<file path="src/rtl/updown_counter_mod.sv">
// Purpose: parametrised up/down counter with run-time modulus (0..max_val),
//          parallel load, wrap or saturate at the bounds, a registered
//          terminal-count flag and a sticky overflow flag.
// Ports:
//   clk       in  1      rising-edge clock
//   rst       in  1      synchronous active-high reset
//   en        in  1      count enable
//   up        in  1      direction, 1 = increment, 0 = decrement
//   load      in  1      parallel load strobe (beats en)
//   load_val  in  WIDTH  load value, clamped to max_val
//   max_val   in  WIDTH  upper bound of the counting range
//   clr_flag  in  1      clears ovf (a boundary event in the same cycle wins)
//   dout      out WIDTH  current count
//   tc        out 1      high for the cycle after each boundary step
//   ovf       out 1      sticky boundary-crossing flag
module updown_counter_mod #(
  parameter int unsigned WIDTH    = 8,
  parameter bit          SATURATE = 1'b0,
  parameter int unsigned RST_VAL  = 0
) (
  input  logic             clk,
  input  logic             rst,
  input  logic             en,
  input  logic             up,
  input  logic             load,
  input  logic [WIDTH-1:0] load_val,
  input  logic [WIDTH-1:0] max_val,
  input  logic             clr_flag,
  output logic [WIDTH-1:0] dout,
  output logic             tc,
  output logic             ovf
);

  localparam logic [WIDTH-1:0] RstCount = WIDTH'(RST_VAL);
  localparam logic [WIDTH-1:0] Zero     = '0;
  localparam logic [WIDTH-1:0] One      = WIDTH'(1);

  logic [WIDTH-1:0] dout_q, dout_d;
  logic             tc_q, tc_d;
  logic             ovf_q, ovf_d;

  // Step result of an enabled, non-load cycle, kept separate from priority.
  logic [WIDTH-1:0] step_val;
  logic             boundary;

  // Count step: clamp when the bound dropped below the count, else
  // increment/decrement with wrap or hold at 0 and max_val.
  always_comb begin
    step_val = dout_q;
    boundary = 1'b0;
    if (dout_q > max_val) begin
      step_val = max_val;
    end else if (up) begin
      if (dout_q == max_val) begin
        boundary = 1'b1;
        step_val = SATURATE ? max_val : Zero;
      end else begin
        step_val = dout_q + One;
      end
    end else begin
      if (dout_q == Zero) begin
        boundary = 1'b1;
        step_val = SATURATE ? Zero : max_val;
      end else begin
        step_val = dout_q - One;
      end
    end
  end

  // Next state with priority rst > load > en; tc defaults low every cycle.
  always_comb begin
    dout_d = dout_q;
    tc_d   = 1'b0;
    ovf_d  = ovf_q;
    if (rst) begin
      dout_d = RstCount;
      ovf_d  = 1'b0;
    end else begin
      if (load) begin
        dout_d = (load_val > max_val) ? max_val : load_val;
      end else if (en) begin
        dout_d = step_val;
      end
      if (clr_flag) begin
        ovf_d = 1'b0;
      end
      // Set beats clear when both happen in one cycle.
      if (!load && en && boundary) begin
        tc_d  = 1'b1;
        ovf_d = 1'b1;
      end
    end
  end

  // State registers; reset is folded into the next-state logic.
  always_ff @(posedge clk) begin
    dout_q <= dout_d;
    tc_q   <= tc_d;
    ovf_q  <= ovf_d;
  end

  assign dout = dout_q;
  assign tc   = tc_q;
  assign ovf  = ovf_q;

endmodule

</file>
<file path="config.mk">
export PLATFORM = sky130hd
export DESIGN_NAME = updown_counter_mod
export DESIGN_NICKNAME = d
export VERILOG_FILES = /design/src/rtl/updown_counter_mod.sv
export SDC_FILE = /design/constraint.sdc
export NUM_CORES = 1
export LEC_CHECK = 0
export CAP_MARGIN = 30
export CORE_AREA = 2 2 56 58
export DETAILED_ROUTE_END_ITERATION = 8
export DIE_AREA = 0 0 58 60
export GPL_TIMING_DRIVEN = 1
export PLACE_DENSITY = 0.91
export SKIP_LAST_GASP = 1
export SYNTH_ARGS = -nofsm -noshare
export SYNTH_HDL_FRONTEND = slang
export SYNTH_SLANG_ARGS = --single-unit
export TNS_END_PERCENT = 100
</file>
<file path="constraint.sdc">
create_clock -name clk -period 6.1 [get_ports clk]
set_input_delay 1.22 -clock clk [delete_from_list [all_inputs] [get_ports clk]]
set_output_delay 1.22 -clock clk [all_outputs]
set_load 0.01 [all_outputs]
</file>
# Word level (Yosys, flattened, before mapping)
# Cells that the tools add are included.
word_totals:
  ff_bits: 10
  latch_bits: 0
  ramBits: 0
  rom_bits: 0
  in_bits: 22
  output_inout_bits: 10
  word_cells: 28
  memories: 0
classes:
  n_addsub: 2
  multipliers: 0
  div_mod_pow: 0
  n_lt_le_gt_ge: 2
  n_eq_ne: 1
  n_shift: 0
  n_mux: 14
  bitwise_logic: 0
  reduce_logical: 6
op_table:
  columns: ["cell", "count"]
  rows:
  - ["$mux 8", 7]
  - ["$gt 8x8->1", 2]
  - ["$add 8x1->8 const B", 1]
  - ["$eq 8x8->1", 1]
  - ["$logic_not 8->1", 1]
  - ["$sub 8x1->8 const B", 1]
  - ["$mux 1", 7]
  - ["$reduce_bool 2->1", 2]
  - ["$logic_and 1x1->1", 2]
  - ["$logic_not 1->1", 1]

# Longest topological paths before layout
logic_depth:
  depth_word: 6
  ltp_mapped: 9
  ltp_nobuf: 8

# Least setup slack after synthesis
# OpenSTA, ideal clock, no wires.
synth_path:
  path_kind: "input to register"
  start: "input max_val[7]"
  end: "register dout_q[7] (netlist: dout[7])"
  setup_time_ns: 0.132
  arrival_ns: 2.820
  t_required_ns: 5.968
  slack_ns: 3.149
  stages: 9
  path_buffers: 1
  cell_sequence: "inv_1 ha_1 nand4_2 or2_4 and2_4 buf_6 o31a_1 a32oi_1 o22ai_1"
synth_via:
  elab_chain_len: 6
  word_cells_on_any_way: 10
  cone_classes: "order compare (2); eq/ne (1); mux (7)"
synth_lines:
  columns: ["item", "line_no", "source"]
  rows:
  - ["start, declared", "27", "input logic [WIDTH-1:0] max_val,"]
  - ["branches (longest 5 deep; another with $gt 8x8->1)", null, null]
  - ["$mux 8 *", "79", "if (load) begin"]
  - ["end signal, assigned", "97", "dout_q <= dout_d;"]
  - ["end, declared", "38", "logic [WIDTH-1:0] dout_q, dout_d;"]
# Mark *: on every way between the ends. The select of a mux whose other input is x is not followed.
# A chain may end at the register's enable or synchronous reset.

# Worst setup path in the final report
layout_path:
  start: "input max_val[1]"
  end: "register dout_q[5] (netlist: dout[5])"
# The elaborated chain is that of the path after synthesis.

==> metrics.txt <==
DR iter-0 viols 130; leakage 0.0007168 uW; Die Wd 58 um; Reg clk slew, reported paths 0.08 ns; CP required 6.25 ns; Crit path buffers/inverters 2; Root Buffer clkbuf_4; initial antenna violation count 0; Layout Skew 0.01171 ns; H-tree depth 1; grt ovf 0; IO Port Bufs 31; fin. max-slew vios 0; Hold Crit Depth 2; Post-Place Cells 263; Area Overhead vs Synth 22.65%; Crit Reg-Reg Startpoint dout[2]; Detailed Routing Iterations Pass 1 5; Slew @ Worst Pin 0.6880 ns; CTS Buffer Depth 2; NumNets Final 276; ys flop type dfxtp_1; Die H 60 um; critical path arrival 3.67 ns; FFs w/ async S/R, synth 0%; Post-synth EDFFs 0; Final min period 3.516 ns; hold endpoint ovf; CTS tree done; post-cts resize count 0; Yosys top cell by area ha_1; Reg-to-Reg End dout[5]; syn_area_per_cell 7.357 um2; Peak Freq 284.5 MHz; Pwr Density 176.9 nW/um2; I/O pins 32; Post-CTS Hold Fix Bufs 0; layout cells sized above 1 6.838%; antenna cells 0; DR DRC count 0; CTS sink cnt 10; relative slew slack 53.99%; filler instances 259; maximum VDD drop 121.1 uV; Reg2Reg Setup Slack 3.53 ns; Final Cycle Share 57.63%; dominant cells by area after synthesis ha_1 (16%), dfxtp_1 (13%), a21oi_1 (5.6%); Distinct cells, synth 53; Die ar. 3480 um2; Routed WL per cell 17.24 um; Routability Congestion 0.9440; Mapped Cells 208; worst hold path type flip-flop to flip-flop; hold path start ovf; status finished clean; critical path class primary input to flip-flop; first-pass GRT wire length 8059 um; Vias 1,816; Core Rows 20; critical path cell sequence clkdlybuf4s50_1 -> inv_1 -> ha_1 -> nor2b_1 -> o211ai_1 -> a211oi_2 -> nor2_1 -> a32oi_1 -> a31oi_1; largest net degree at the start of global routing 20; startpoint type of the worst setup path primary input; CP max-delay cell clkdlybuf4s50_1; flops & latches, synth 10; Max-Cap Viols 0; crit path from max_val[1]; Net Count, Synth 249; hpwl dp 3542 um; Synth Warn # 0; DRT antenna net count 0; Setup TNS Final 0 ns; cell area after technology mapping 1530 um2; worst-path fanout max 7; Non-Filler Instances 267; most common cell in the synthesized netlist ha_1; postcts setup bufs 0; Routed WL 4603 um; vias per std cell 6.801; Post-synth top cells ha_1 (19), nand2_1 (18), a21oi_1 (17); Fin. Hold Viols 0; unrepaired setup endpoints after global routing false; final setup violating endpoints 0; vias in the first global route 1,769; cts bufs inserted 3; top-area cell type share of the netlist area 15.54%; All-Layer GR Usage 29.83%; CP delay by family, top compound AO/OA/AOI/OAI gates; initial core utilization 52.72%; core footprint 2903 um2; slowest stage delay, CP 0.55 ns; clk_lat worst skew 0.28 ns; worst r2r path cells 7; Critical Path Sink Type flip-flop; register area share after synthesis 13.08%
==> state kept, by name (all words and copies together), names as in the netlist <==
name  cells
dout      8
ovf       1
tc        1
==> cell families (layout without fill, tap and decap cells) <==
logic type	count (synthesis)	count (layout)	synth area share [%]
compound gates	73	73	33.77
xor+xnor	4	4	2.290
fa+ha+maj	19	19	15.54
buf+inv	23	49	6.132
flops	10	10	13.08
mux	3	3	2.126
simple gates	76	76	27.06
==> worst max path at each step <==
stage	to	cells past startpoint	slack [ns]
6_report	dout[5]	9	2.58
5_1_grt	dout[5]	9	2.44
4_1_cts	dout[5]	9	2.64
3_5_place_dp	dout[5]	9	2.37
3_3_place_gp	dout[5]	9	2.40
2_1_floorplan	dout[7]	9	3.15
==> worst register-to-register path, cell delays in order, from the launching register on <==
cell	delay, ns
dfxtp_1	0.67
ha_1	0.35
nand4_1	0.16
nor2_1	0.10
a211oi_2	0.48
nor2_1	0.21
a32oi_1	0.35
a31oi_1	0.13
==> power by group <==
part	switching [uW]	total, uW	internal [uW]
sequential	21.3	93.6	72.3
combinational	93.6	175	81.4
clock	27.0	63.3	36.3
total	142	332	190
==> per-layer routing <==
metal,wire length (um),track usage [%],vias to the layer above
met5,0,0,-
met4,106,14.62,0
li1,-,-,861
met1,1890,38.87,831
met3,430,3.896,16
met2,2175,48.54,108
==> metrics by stage <==
stage | total power, uW | instance area, um2 | setup slack (ns) | hold WS, ns | util [%]
floorplan | 205.3 | 1530 | 3.149 | 0.4934 | -
global placement | 259.7 | 1841 | 2.395 | 0.4679 | 63.41
detailed placement | 264.5 | 1841 | 2.368 | 0.4833 | 63.41
CTS | 328.4 | 1877 | 2.642 | 0.4959 | 64.66
global route | 356.0 | 1877 | 2.437 | 0.5167 | 64.66
finish | 332.0 | 1877 | 2.584 | 0.4908 | 64.66
==> layout by cell type (no fill, tap or decap), types with 4 or more instances in the layout <==
cell type / Yosys / routed
inv_1: 14 / 14
a32oi_1: 5 / 5
and3_1: 4 / 4
a21oi_1: 17 / 17
o32ai_1: 5 / 5
nand2_1: 18 / 18
o21ai_0: 9 / 9
dfxtp_1: 10 / 10
nor2_1: 14 / 14
nand3_1: 11 / 11
ha_1: 19 / 19
nand4_1: 5 / 5
clkdlybuf4s50_1: 0 / 31
o211ai_1: 6 / 6
==> final cells by class <==
cell class              count  area (um2)  area share (%)
flip-flops and latches     10       200.2           10.67
inverters                  14       52.55           2.800
clock buffers               4       36.28           1.933
repair buffers             31       310.3           16.53
multi-input cells         175        1236           65.87
well taps                  33       41.29           2.200
Power figures use the tool's default switching activity.
